--- config.mk ---
export PLATFORM = sky130hd
export DESIGN_NAME = fll_boot_seq
export DESIGN_NICKNAME = d
export VERILOG_FILES = /design/src/rtl/fll_boot_pkg.sv /design/src/rtl/fll_boot_hs.sv /design/src/rtl/fll_boot_seq.sv
export SDC_FILE = /design/constraint.sdc
export NUM_CORES = 1
export LEC_CHECK = 0
export CAP_MARGIN = 10
export CORE_MARGIN = 5
export CORE_UTILIZATION = 42
export DETAILED_ROUTE_END_ITERATION = 16
export PLACE_DENSITY = 0.82
export SLEW_MARGIN = 20
export SYNTH_ARGS = -nofsm -noshare
export SYNTH_HDL_FRONTEND = slang
export SYNTH_HIERARCHICAL = 1
export SYNTH_SLANG_ARGS = --single-unit
--- constraint.sdc ---
create_clock -name clk_i -period 4.59 [get_ports clk_i]
set_input_delay 0.918 -clock clk_i [delete_from_list [all_inputs] [get_ports clk_i]]
set_output_delay 0.918 -clock clk_i [all_outputs]
set_load 0.03 [all_outputs]
--- src/rtl/fll_boot_pkg.sv ---
// Shared types for the FLL boot sequencer: FSM states, FLL register map and bus payload.
package fll_boot_pkg;

    localparam int unsigned FLL_ADDR_W = 2;
    localparam int unsigned FLL_DATA_W = 32;
    localparam int unsigned STATUS_W   = 16;

    localparam logic [FLL_ADDR_W-1:0] FLL_REG_STATUS  = FLL_ADDR_W'(0);
    localparam logic [FLL_ADDR_W-1:0] FLL_REG_CONFIG1 = FLL_ADDR_W'(1);
    localparam logic [FLL_ADDR_W-1:0] FLL_REG_CONFIG2 = FLL_ADDR_W'(2);
    localparam logic [FLL_ADDR_W-1:0] FLL_REG_INTEG   = FLL_ADDR_W'(3);

    typedef enum logic [3:0] {
        S_IDLE, S_WR_REQ, S_WR_ACKLO, S_POLL_WAIT, S_RD_REQ, S_RD_ACKLO, S_CHECK, S_DONE, S_ERR
    } boot_state_t;

    typedef enum logic [1:0] {HS_IDLE, HS_REQ, HS_ACKLO} hs_state_t;

    typedef struct packed {
        logic                  req;
        logic                  web;
        logic [FLL_ADDR_W-1:0] addr;
        logic [FLL_DATA_W-1:0] wdata;
    } fll_req_t;

    // Unsigned 17-bit difference, folded to magnitude; cannot wrap for 16-bit operands.
    function automatic logic lock_in_tol(input logic [STATUS_W-1:0] status,
                                         input logic [STATUS_W-1:0] target,
                                         input int unsigned         tol);
        logic [STATUS_W:0] diff;
        diff = {1'b0, status} - {1'b0, target};
        if (diff[STATUS_W]) diff = ~diff + (STATUS_W+1)'(1);
        return (diff <= (STATUS_W+1)'(tol));
    endfunction

endpackage

--- src/rtl/fll_boot_hs.sv ---
// Four-phase request/acknowledge master toward the FLL config port.
module fll_boot_hs
    import fll_boot_pkg::*;
(
    input  logic                  clk_i,
    input  logic                  rst_i,
    input  logic                  go_i,
    input  logic                  web_i,
    input  logic [FLL_ADDR_W-1:0] addr_i,
    input  logic [FLL_DATA_W-1:0] wdata_i,
    input  logic                  m_ack_i,
    input  logic [STATUS_W-1:0]   m_rdata_i,
    output fll_req_t              m_o,
    output logic                  acked_o,
    output logic                  done_o,
    output logic [STATUS_W-1:0]   rdata_o
);

    hs_state_t state;

    always_ff @(posedge clk_i or posedge rst_i) begin
        if (rst_i) begin
            state   <= HS_IDLE;
            m_o     <= '0;
            acked_o <= 1'b0;
            done_o  <= 1'b0;
            rdata_o <= '0;
        end else begin
            acked_o <= 1'b0;
            done_o  <= 1'b0;
            case (state)
                HS_IDLE: if (go_i) begin
                    m_o   <= '{req: 1'b1, web: web_i, addr: addr_i, wdata: wdata_i};
                    state <= HS_REQ;
                end
                // Read data is captured on the first cycle the acknowledge is seen.
                HS_REQ: if (m_ack_i) begin
                    m_o.req <= 1'b0;
                    rdata_o <= m_rdata_i;
                    acked_o <= 1'b1;
                    state   <= HS_ACKLO;
                end
                HS_ACKLO: if (!m_ack_i) begin
                    done_o <= 1'b1;
                    state  <= HS_IDLE;
                end
                default: state <= HS_IDLE;
            endcase
        end
    end

endmodule

--- src/rtl/fll_boot_seq.sv ---
// FLL boot sequencer: writes boot config, polls STATUS for lock, then passes APB traffic through.
// Optional FLL_BOOT_TIMEOUT_EN adds a poll-phase timeout that ends in the error state.
module fll_boot_seq
    import fll_boot_pkg::*;
#(
    parameter int unsigned NUM_CFG      = 4,
    parameter int unsigned ADDR_W       = 2,
    parameter int unsigned DATA_W       = 32,
    parameter int unsigned LOCK_TOL     = 16,
    parameter int unsigned POLL_GAP     = 32,
    parameter int unsigned LOCK_TIMEOUT = 4096
) (
    input  logic                      clk_i,
    input  logic                      rst_i,
    input  logic                      start_i,
    input  logic [NUM_CFG*ADDR_W-1:0] cfg_addr_i,
    input  logic [NUM_CFG*DATA_W-1:0] cfg_data_i,
    input  logic [STATUS_W-1:0]       target_i,
    input  logic                      s_req_i,
    input  logic                      s_web_i,
    input  logic [ADDR_W-1:0]         s_addr_i,
    input  logic [DATA_W-1:0]         s_wdata_i,
    output logic                      s_ack_o,
    output logic [DATA_W-1:0]         s_rdata_o,
    output logic                      m_req_o,
    output logic                      m_web_o,
    output logic [ADDR_W-1:0]         m_addr_o,
    output logic [DATA_W-1:0]         m_wdata_o,
    input  logic                      m_ack_i,
    input  logic [DATA_W-1:0]         m_rdata_i,
    output logic                      busy_o,
    output logic                      locked_o,
    output logic                      timeout_o
);

    localparam int unsigned IDX_W = (NUM_CFG > 1) ? $clog2(NUM_CFG) : 1;
    localparam int unsigned GAP_W = $clog2(POLL_GAP + 1);
    localparam logic [IDX_W-1:0] IDX_LAST = IDX_W'(NUM_CFG - 1);

    if (NUM_CFG == 0)          begin : g_bad_num_cfg  $error("fll_boot_seq: NUM_CFG must be >= 1"); end
    if (POLL_GAP == 0)         begin : g_bad_gap      $error("fll_boot_seq: POLL_GAP must be >= 1"); end
    if (LOCK_TIMEOUT == 0)     begin : g_bad_timeout  $error("fll_boot_seq: LOCK_TIMEOUT must be >= 1"); end
    if (ADDR_W != FLL_ADDR_W)  begin : g_bad_addr_w   $error("fll_boot_seq: ADDR_W must match FLL_ADDR_W"); end
    if (DATA_W != FLL_DATA_W)  begin : g_bad_data_w   $error("fll_boot_seq: DATA_W must match FLL_DATA_W"); end

    boot_state_t          state;
    logic [IDX_W-1:0]     idx;
    logic [GAP_W-1:0]     gap_cnt;
    logic                 go_q, busy_q, locked_q, start_pend;
    logic                 tmo_hit, in_tol;
    logic                 hs_acked, hs_done;
    logic [STATUS_W-1:0]  hs_status;
    fll_req_t             hs_m;
    logic                 hs_web;
    logic [ADDR_W-1:0]    hs_addr;
    logic [DATA_W-1:0]    hs_wdata;
    logic [ADDR_W-1:0]    cfg_addr [NUM_CFG];
    logic [DATA_W-1:0]    cfg_data [NUM_CFG];

    for (genvar i = 0; i < NUM_CFG; i++) begin : g_cfg
        assign cfg_addr[i] = cfg_addr_i[i*ADDR_W +: ADDR_W];
        assign cfg_data[i] = cfg_data_i[i*DATA_W +: DATA_W];
    end

    assign hs_web   = (state == S_RD_REQ);
    assign hs_addr  = hs_web ? FLL_REG_STATUS : cfg_addr[idx];
    assign hs_wdata = hs_web ? '0 : cfg_data[idx];
    assign in_tol   = lock_in_tol(hs_status, target_i, LOCK_TOL);

    fll_boot_hs u_hs (
        .clk_i     (clk_i),
        .rst_i     (rst_i),
        .go_i      (go_q),
        .web_i     (hs_web),
        .addr_i    (hs_addr),
        .wdata_i   (hs_wdata),
        .m_ack_i   (m_ack_i),
        .m_rdata_i (m_rdata_i[STATUS_W-1:0]),
        .m_o       (hs_m),
        .acked_o   (hs_acked),
        .done_o    (hs_done),
        .rdata_o   (hs_status)
    );

`ifdef FLL_BOOT_TIMEOUT_EN
    localparam int unsigned TMO_W = $clog2(LOCK_TIMEOUT + 1);
    logic [TMO_W-1:0] tmo_cnt;
    logic             timeout_q;
    logic             poll_phase;

    assign poll_phase = (state == S_POLL_WAIT) || (state == S_RD_REQ) ||
                        (state == S_RD_ACKLO)  || (state == S_CHECK);
    assign tmo_hit    = (tmo_cnt == TMO_W'(LOCK_TIMEOUT));
    assign timeout_o  = timeout_q;

    // Poll-phase cycle counter; restarts when the last boot write completes, saturates at the limit.
    always_ff @(posedge clk_i or posedge rst_i) begin
        if (rst_i)                                              tmo_cnt <= '0;
        else if (state == S_WR_ACKLO && hs_done && idx == IDX_LAST) tmo_cnt <= '0;
        else if (poll_phase && !tmo_hit)                        tmo_cnt <= tmo_cnt + TMO_W'(1);
    end
`else
    assign tmo_hit   = 1'b0;
    assign timeout_o = 1'b0;
`endif

    always_ff @(posedge clk_i or posedge rst_i) begin
        if (rst_i) begin
            state      <= S_IDLE;
            idx        <= '0;
            gap_cnt    <= '0;
            go_q       <= 1'b0;
            busy_q     <= 1'b0;
            locked_q   <= 1'b0;
            start_pend <= 1'b0;
`ifdef FLL_BOOT_TIMEOUT_EN
            timeout_q  <= 1'b0;
`endif
        end else begin
            go_q <= 1'b0;
            case (state)
                // Bus is only taken over once any upstream handshake has fully closed.
                S_IDLE, S_DONE, S_ERR: begin
                    if (start_i) start_pend <= 1'b1;
                    if ((start_i || start_pend) && !s_req_i && !m_ack_i) begin
                        start_pend <= 1'b0;
                        locked_q   <= 1'b0;
`ifdef FLL_BOOT_TIMEOUT_EN
                        timeout_q  <= 1'b0;
`endif
                        idx        <= '0;
                        go_q       <= 1'b1;
                        busy_q     <= 1'b1;
                        state      <= S_WR_REQ;
                    end
                end
                S_WR_REQ: if (hs_acked) state <= S_WR_ACKLO;
                S_WR_ACKLO: if (hs_done) begin
                    if (idx != IDX_LAST) begin
                        idx   <= idx + IDX_W'(1);
                        go_q  <= 1'b1;
                        state <= S_WR_REQ;
                    end else begin
                        gap_cnt <= '0;
                        state   <= S_POLL_WAIT;
                    end
                end
                S_POLL_WAIT: begin
                    if (tmo_hit) begin
                        busy_q <= 1'b0;
`ifdef FLL_BOOT_TIMEOUT_EN
                        timeout_q <= 1'b1;
`endif
                        state  <= S_ERR;
                    end else if (gap_cnt == GAP_W'(POLL_GAP - 1)) begin
                        go_q  <= 1'b1;
                        state <= S_RD_REQ;
                    end else begin
                        gap_cnt <= gap_cnt + GAP_W'(1);
                    end
                end
                S_RD_REQ:   if (hs_acked) state <= S_RD_ACKLO;
                S_RD_ACKLO: if (hs_done)  state <= S_CHECK;
                S_CHECK: begin
                    if (in_tol) begin
                        locked_q <= 1'b1;
                        busy_q   <= 1'b0;
                        state    <= S_DONE;
                    end else if (tmo_hit) begin
                        busy_q <= 1'b0;
`ifdef FLL_BOOT_TIMEOUT_EN
                        timeout_q <= 1'b1;
`endif
                        state  <= S_ERR;
                    end else begin
                        gap_cnt <= '0;
                        state   <= S_POLL_WAIT;
                    end
                end
                default: state <= S_IDLE;
            endcase
        end
    end

    assign busy_o    = busy_q;
    assign locked_o  = locked_q;

    // Ownership mux: sequencer drives the FLL while busy, otherwise APB passes straight through.
    assign m_req_o   = busy_q ? hs_m.req   : s_req_i;
    assign m_web_o   = busy_q ? hs_m.web   : s_web_i;
    assign m_addr_o  = busy_q ? hs_m.addr  : s_addr_i;
    assign m_wdata_o = busy_q ? hs_m.wdata : s_wdata_i;
    assign s_ack_o   = busy_q ? 1'b0 : m_ack_i;
    assign s_rdata_o = busy_q ? '0   : m_rdata_i;

endmodule

Word-level counts from Yosys, hierarchy flattened

Cells that the tools add are included.

Flip-flop bits (word level): 72
Input port bits: 224
Output and inout port bits: 72
Logic and storage cells: 128

Add/subtract/negate cells: 4
$lt $le $gt $ge: 2
Eq/ne operators: 26
Multiplexer cells: 57
Bitwise logic cells: 2
Reductions and logical operators: 22

Operators by type and width:

| operator                                                                 | count |
|---|---|
| 32-bit 2-to-1 mux                                                        | 5 |
| 32-bit binary-select mux with 2-bit select                               | 1 |
| 36-bit 2-to-1 mux                                                        | 1 |
| 4-bit one-hot mux with 7 select lines                                    | 1 |
| 4-bit 2-to-1 mux                                                         | 6 |
| 6-bit 2-to-1 mux                                                         | 4 |
| 2-bit 2-to-1 mux                                                         | 11 |
| 2-bit inequality test (second input constant)                            | 11 |
| 1-bit 2-to-1 mux                                                         | 18 |
| 6-bit one-hot mux with 3 select lines                                    | 1 |
| 17-bit by 1-bit adder with 17-bit output (second input constant)         | 1 |
| 17-bit by 5-bit <= comparator with 1-bit output (second input constant)  | 1 |
| 17-bit 2-to-1 mux                                                        | 1 |
| 17-bit inverter                                                          | 1 |
| 16-bit by 16-bit subtractor with 17-bit output                           | 1 |
| 4-bit by 3-bit equality test with 1-bit output (second input constant)   | 4 |
| 3-bit AND reduction                                                      | 3 |
| 4-bit by 2-bit equality test with 1-bit output (second input constant)   | 2 |
| 2-bit by 1-bit inequality test with 1-bit output (second input constant) | 4 |
| 2-bit nonzero test                                                       | 4 |
| 6-bit by 1-bit adder with 6-bit output (second input constant)           | 1 |
| 6-bit by 5-bit equality test with 1-bit output (second input constant)   | 1 |
| 1-bit one-hot mux with 2 select lines                                    | 3 |
| 2-bit one-hot mux with 3 select lines                                    | 1 |
| other kinds (22)                                                         | 26 |

Depth between registers and ports, before layout

Gate-level depths: netlist (run 1).

Word-level depth: 7
Mapped depth: 15
Mapped depth without buffers: 14

By module

Netlist (run 1), hierarchy kept.

By module, submodules not included:

| module       | instances | cells an instance | area each (µm²) | seq. area each (µm²) |
|---|---|---|---|---|
| fll_boot_seq | 1         | 489               | 4073.9          | 375.4 |
| fll_boot_hs  | 1         | 126               | 2118.3          | 1401.3 |

Worst setup path after synthesis (run 1)

OpenSTA, ideal clock, no wires.

Path kind: input to register
Start point: in target_i[0]
End point: reg gap_cnt[0]
Arrival time: 4.256 ns
Data required time: 4.465 ns
Setup slack: 0.209 ns
Cell stages on the path: 12
Path buffers: 0
Cells stage by stage: ha_1 fa_1 nand2b_1 a21oi_1 xor2_1 or3_1 or4_4 or3_1 o211ai_1 o2111ai_1 o31ai_4 mux2_4

Longest elaborated chain between the ends: 7

Ends and longest elaborated chain:

| element                                             | line                | source |
|---|---|---|
| start: declaration                                  | fll_boot_seq.sv:18  | `input logic [STATUS_W-1:0] target_i,` |
| 16-bit by 16-bit subtractor with 17-bit output (*)  | fll_boot_pkg.sv:31  | `diff = {1'b0, status} - {1'b0, target};` |
| 17-bit inverter                                     | fll_boot_pkg.sv:32  | `if (diff[STATUS_W]) diff = ~diff + (STATUS_W+1)'(1);` |
| 17-bit by 1-bit adder with 17-bit output            | fll_boot_pkg.sv:32  |  |
| 17-bit 2-to-1 mux (*)                               | fll_boot_pkg.sv:32  |  |
| 17-bit by 5-bit <= comparator with 1-bit output (*) | fll_boot_pkg.sv:33  | `return (diff <= (STATUS_W+1)'(tol));` |
| 2-bit inequality test (no line) (*)                 | --                  |  |
| 5-bit AND reduction (no line) (*)                   | --                  |  |
| end signal: assignment                              | fll_boot_seq.sv:159 | `gap_cnt <= gap_cnt + GAP_W'(1);` |
| end: declaration                                    | fll_boot_seq.sv:48  | `logic [GAP_W-1:0] gap_cnt;` |

Mark *: on every way between the ends. The rest lies on a longest branch, timed or not.
A chain may end at the register's enable or synchronous reset.

Worst setup path after layout (run 1)

Same ends and word-level chain as after synthesis.

==> impl_metrics.ini, run 1 <==
[run_status]
outcome = completed

[sta]
drv_slew = 0
relSlewSlack_pct = 27.8
finalHoldViolations = 0
worst_slew_pin_slew_ns = 1.08
min_period_ns = 4.49
setup_violations = 0
hold_slack_ns = 0.477
finalCritPeriodShare_pct = 97.7
fmax_ghz = 0.223
finClkSkew_ns = 0.0108

[layout]
multi_input_comb_area_mm2 = 0.00418
fin_cells = 1128
n_antenna_cell = 0
utilization_pct = 68.9
drive_gt1_share_pct = 23.3
fillers = 1171
register_area_mm2 = 0.00178
nets = 1182
syn2layout_area_growth_pct = 61.0
final_area_mm2 = 0.00997

[placement]
placed_cell_area_mm2 = 0.00960
portBuffers = 294
place_congestion = 0.900
place_inst = 1112
hpwl_mm = 17.6

[grt]
grt-ovfl-total = 0
track_usage_pct = 24.0
grt_max_degree = 50
first_global_vias = 6251
grt_pass1_wl_mm = 33.7
antenna_found_initial = 1

[cts]
cts.sinks = 71
insertion_delay_ns = 0.33
cts_root_buf = clkbuf_16
cts_made_buffers = 9
htree_levels = 3
ctsLongestPathBuffers = 2
clk_pin_slew_ns = 0.06
cts_tree = yes
cts_setup_buffers = 0

[synth]
ys_seq_elements = 71
netlist_top_cells_area = dfrtp_1 29%, mux2_2 16%, mux4_2 12%
synth_cell_types = 72
async_reset_ff_share_pct = 100
syn_area_mm2 = 0.00619
avgSynthCellArea_um2 = 10.1
synthTopCellsByCount = 87 x mux2_2, 71 x dfrtp_1, 68 x nor2b_1
ys_seq_area_share_pct = 28.7
yosysTopAreaCellShare_pct = 28.7
synth_fp_nets = 858
ys_warn_count = 6
yosysMostFrequentCell = mux2_2
synth-edff-count = 0
yosysTopAreaCell = dfrtp_1
ys.flop_type = dfrtp_1
syn_inst = 615

[power]
finalPower_uw = 6520
clkPwrFrac_pct = 12.1
powerDensity_mw_per_mm2 = 653
power_frac_comb_pct = 68.9
p_int_uw = 3670
p_leak_uw = 0.00401
switching_power_uw = 2850
switching_share_pct = 43.7
seq_power_share_pct = 19.0
ir_drop_uv = 323

[floorplanning]
die_x_um = 131
core_mm2 = 0.0145
dieHeight_um = 131
start_util_pct = 42.8
row_count = 44
die-area_mm2 = 0.0173
io_pins = 296

[drt]
vias = 6120
routed_wl_mm = 21.6
ant_nets = 0
first_iter_violations = 424
wire_per_inst_um = 19.1
drtPass1Iterations = 5
via_per_inst = 5.43
detail_route.drc_violations = 0

[setup_path]
crit_type = input pin to flop
cp-start-kind = input pin
critical_path_peak_fanout = 5
cp.required_ns = 4.81
end_kind = flop
crit_arrival_ns = 4.70

[job]
maxCapViolCount = 0

[min_path]
hold_class = flop to flop
[power by group through the flow]
stage | Clock, uW | Sequential [uW] | Combinational, uW
after global routing | 829 | 1290 | 4830
after detailed placement | 0 | 1250 | 4410
after floorplan | 0 | 1040 | 2980
final | 785 | 1240 | 4490
after global placement | 0 | 1240 | 4340
after CTS | 793 | 1240 | 4440
[cell families after synthesis]
group           after synthesis  synth area share [%]
xor+xnor                     10                  1.41
fa+ha+maj                    19                  3.96
flops                        71                  28.7
buf+inv                      63                  4.43
compound gates              130                  14.6
simple gates                194                  17.6
mux                         127                  29.3
other cells                   1                0.0606
[state kept, by name, summed over array words and instances, names as in the netlist]
signal and flops:
u_hs/done_o 1, go_q 1, u_hs/m_o 36, gap_cnt 6, idx 2, state 3
u_hs/state 2, locked_o 1, busy_o 1, start_pend 1, u_hs/rdata_o 16, u_hs/acked_o 1
[layer usage]
layer  track usage, %  wire (um)
met5                0         13
met3             5.28       1380
met2             40.5      10700
met4             7.49        573
met1             30.8       8940
[final cells by class]
type                            instances  area share [%]
Timing Repair Buffer                  347            33.5
Clock inverter                          7            1.03
Sequential cell                        71            17.8
Inverter                               29            1.09
Multi-Input combinational cell        481            42.0
Tap cell                              184            2.31
Clock buffer                            9            2.26
[per-stage QoR]
step	TNS [ns]	setup slack [ns]
floorplan	0	0.209
global placement	-1.57	-0.248
detailed placement	-2.09	-0.316
CTS	0	0.0182
global route	-0.136	-0.0374
finish	0	0.104
[worst paths after layout]
| kind | from | end | slack, ns | cells past startpoint |
|---|---|---|---|---|
| hold reg to reg | gap_cnt[5] | gap_cnt[5] | 0.48 | 1 |
| min in group asynchronous | rst_i | gap_cnt[1] | 1.00 | 2 |
| hold / removal | gap_cnt[5] | gap_cnt[5] | 0.48 | 1 |
| setup reg to reg | u_hs/rdata_o[0] | gap_cnt[0] | 0.73 | 13 |
| max in group asynchronous | rst_i | u_hs/m_o[27] | 2.70 | 3 |
| setup / recovery | target_i[0] | gap_cnt[0] | 0.10 | 13 |
[cell usage in the layout (no fill, tap or decap), types with 4 or more instances in the layout]
| cell type | netlist | routed |
|---|---|---|
| inv_1 | 29 | 28 |
| a21oi_1 | 30 | 30 |
| or2_2 | 4 | 4 |
| o211ai_1 | 10 | 10 |
| mux4_2 | 34 | 34 |
| and3_1 | 5 | 5 |
| nor2b_1 | 68 | 68 |
| nand4_1 | 6 | 6 |
| nor2_1 | 34 | 33 |
| and2_1 | 5 | 5 |
| xor2_1 | 5 | 5 |
| dfrtp_1 | 71 | 69 |
| nand2_1 | 22 | 22 |
| a21o_1 | 11 | 11 |
| ha_1 | 18 | 18 |
| clkdlybuf4s50_1 | 0 | 294 |
| buf_4 | 2 | 53 |
| o21ai_0 | 25 | 23 |
| o21a_1 | 7 | 7 |
| nand3_1 | 10 | 10 |
| a211oi_1 | 6 | 6 |
| mux2_2 | 87 | 87 |
| nor3_1 | 14 | 14 |
| o22ai_1 | 5 | 5 |
| nand2b_1 | 5 | 4 |
| xnor2_1 | 5 | 4 |
| clkbuf_16 | 0 | 9 |
[critical path, cell delays in order]
cell and delay (ns):
clkdlybuf4s50_1 0.41, ha_1 0.23, fa_2 0.36, nand2b_4 0.16
a21boi_2 0.14, nor2_1 0.07, o311a_4 0.36, or4_4 0.57
or3_4 0.41, o211ai_1 0.23, o2111ai_2 0.21, o31ai_4 0.32
mux2_4 0.33
[timing repair]
action | 4_1_cts | 5_1_grt
setup endpoints to repair | 0 | 9
resized for setup | 0 | 9
hold buffers | 0 | 0
No activity file was read; power rests on OpenSTA's default activity.
==> run 2: changes to the inputs <==
--- a/config.mk
+++ b/config.mk
@@ -7,9 +7,9 @@
 export LEC_CHECK = 0
 export CAP_MARGIN = 10
 export CORE_MARGIN = 5
-export CORE_UTILIZATION = 42
+export CORE_UTILIZATION = 38
 export DETAILED_ROUTE_END_ITERATION = 16
-export PLACE_DENSITY = 0.82
+export PLACE_DENSITY = 0.78
 export SLEW_MARGIN = 20
 export SYNTH_ARGS = -nofsm -noshare
 export SYNTH_HDL_FRONTEND = slang
==> constraint.sdc (replaced) <==
create_clock -name clk_i -period 3.75 [get_ports clk_i]
set_input_delay 0.75 -clock clk_i [delete_from_list [all_inputs] [get_ports clk_i]]
set_output_delay 0.75 -clock clk_i [all_outputs]
set_load 0.03 [all_outputs]
==> impl_metrics.ini, run 2 (synthesis results as in run 1) <==
[floorplanning]
die_x_um = 138
core_mm2 = 0.0159
dieHeight_um = 138
row_count = 46
io_pins = 296
die-area_mm2 = 0.0189
start_util_pct = 38.8

[setup_path]
end_kind = flop
cp.required_ns = 3.97
crit_type = input pin to flop
cp-start-kind = input pin
reg2reg_slack_ns = -0.05
worstReg2RegEnd = gap_cnt[0]
r2r-start = u_hs/rdata_o[0]
crit_arrival_ns = 4.11
r2r_cells = 13
critical_path_peak_fanout = 6

[drt]
routed_wl_mm = 23.2
ant_nets = 0
vias = 6445
detail_route.drc_violations = 0
via_per_inst = 5.34
drtPass1Iterations = 5
wire_per_inst_um = 19.3
first_iter_violations = 396

[sta]
setup_violations = 9
min_period_ns = 3.88
rsz0062_at_grt = yes
finalHoldViolations = 0
finalCritPeriodShare_pct = 104
relSlewSlack_pct = 46.2
fmax_ghz = 0.257
setup_slack_ns = -0.134
hold_slack_ns = 0.503
finClkSkew_ns = 0.00610
worst_slew_pin_slew_ns = 0.801
drv_slew = 0

[grt]
grt_pass1_wl_mm = 34.2
first_global_vias = 6607
grt-ovfl-total = 0
track_usage_pct = 23.1
antenna_found_initial = 3
grt_max_degree = 41

[layout]
top_register = u_hs/m_o
most-common-layout-cells = 285 x clkdlybuf4s50_1, 94 x buf_4, 86 x mux2_2, 69 x dfrtp_1, 68 x nor2b_1
fillers = 1225
reg_top3 = u_hs/m_o (36), u_hs/rdata_o (16), gap_cnt (6)
n_antenna_cell = 0
drive_gt1_share_pct = 33.1
syn2layout_area_growth_pct = 73.8
layout_commonest_cell = clkdlybuf4s50_1
final_area_mm2 = 0.0108
fin_cells = 1207
largest_reg_flops = 36
nets = 1229

[cts]
holdBufCountCts = 0
cts_made_buffers = 9
cts.sinks = 71
ctsLongestPathBuffers = 2
cts_root_buf = clkbuf_16
htree_levels = 3
insertion_delay_ns = 0.34
cts_tree = yes
clk_pin_slew_ns = 0.06

[placement]
portBuffers = 294
hpwl_mm = 18.1
place_congestion = 0.892
place_inst = 1177
placed_cell_area_mm2 = 0.00995

[run_status]
outcome = finished with violations
violations = negative setup slack

[min_path]
min_from = gap_cnt[1]
hold_class = flop to flop
hold_depth = 2
hold_end = gap_cnt[1]

[power]
p_leak_uw = 0.00434
clkPwrFrac_pct = 10.6
power_frac_comb_pct = 73.0
p_int_uw = 5010
ir_drop_uv = 404
switching_share_pct = 43.3
seq_power_share_pct = 16.4
powerDensity_mw_per_mm2 = 820
switching_power_uw = 3820

[job]
maxCapViolCount = 0
run 2: cell types whose count changed in the layout (fill, tap and decap cells not counted), sizes merged:
| cell | before | now |
|---|---|---|
| dlymetal6s2s | 0 | 3 |
| dlygate4sd2 | 0 | 3 |
| buf | 53 | 102 |
| clkinvlp | 0 | 2 |
| clkbuf | 9 | 10 |
| clkdlybuf4s50 | 294 | 285 |
| clkinv | 2 | 1 |
| clkdlybuf4s15 | 0 | 1 |
| inv | 32 | 30 |
run 2: power groups by stage:
stage | clock, uW | combinational [uW] | sequential, uW
after floorplan | 0 | 3700 | 1270
after global placement | 0 | 5670 | 1430
after detailed placement | 0 | 5770 | 1440
after CTS | 954 | 6080 | 1440
after global routing | 982 | 6890 | 1500
final | 934 | 6450 | 1450
run 2: critical path, stage by stage:
cell and delay, ns:
buf_6 0.09, ha_4 0.15, fa_2 0.36, nand2b_4 0.17, a21oi_2 0.13, xor2_1 0.10, or3_4 0.34, or4_4 0.57
o31ai_2 0.32, xnor2_1 0.18, o2111ai_2 0.18, o31ai_4 0.42, mux2_4 0.34
run 2: final cells by class:
cell class	instances	area, um2	share of cell area, %
timing repair buffer	394	3720	34.6
clock inverter	6	92.6	0.860
sequential	71	1780	16.5
multi-input combinational	481	4560	42.4
tap	216	270	2.51
inverter	29	109	1.01
clock buffer	10	229	2.13
run 2: layer usage:
metal  track usage [%]  vias to the layer above  part of all wire [%]
met5                 0                        -                  0.11
met4              6.93                        6                   2.2
met3              6.87                       52                   7.8
met2              39.3                      248                    51
met1              28.1                     3105                    38
li1                  -                     3034                     -
run 2: how the worst max path moves through the flow:
stage / from / endpoint / slack (ns) / cells after the start
final: target_i[0] / gap_cnt[0] / -0.13 / 13
after global routing: target_i[13] / gap_cnt[0] / -0.29 / 13
after CTS: target_i[0] / gap_cnt[0] / -0.19 / 13
after detailed placement: target_i[0] / gap_cnt[0] / -0.91 / 13
after global placement: target_i[0] / gap_cnt[0] / -0.81 / 13
after floorplan: target_i[0] / gap_cnt[0] / -0.25 / 12
run 2: per-stage QoR:
stage                     power (uW)  worst slack (ns)  setup TNS, ns  util, %
after floorplan                 4970            -0.254          -1.09        -
after global placement          7100            -0.810          -6.28     62.4
after detailed placement        7210            -0.909          -7.15     62.4
after CTS                       8480            -0.194         -0.765     66.0
after global routing            9380            -0.287          -1.90     67.5
final                           8830            -0.134         -0.566     67.5
run 2: repair_timing:
item,CTS,global route
setup buffers,9,6
pin swaps,19,31
endpoints found under the setup margin,9,9
gates resized for setup,52,53
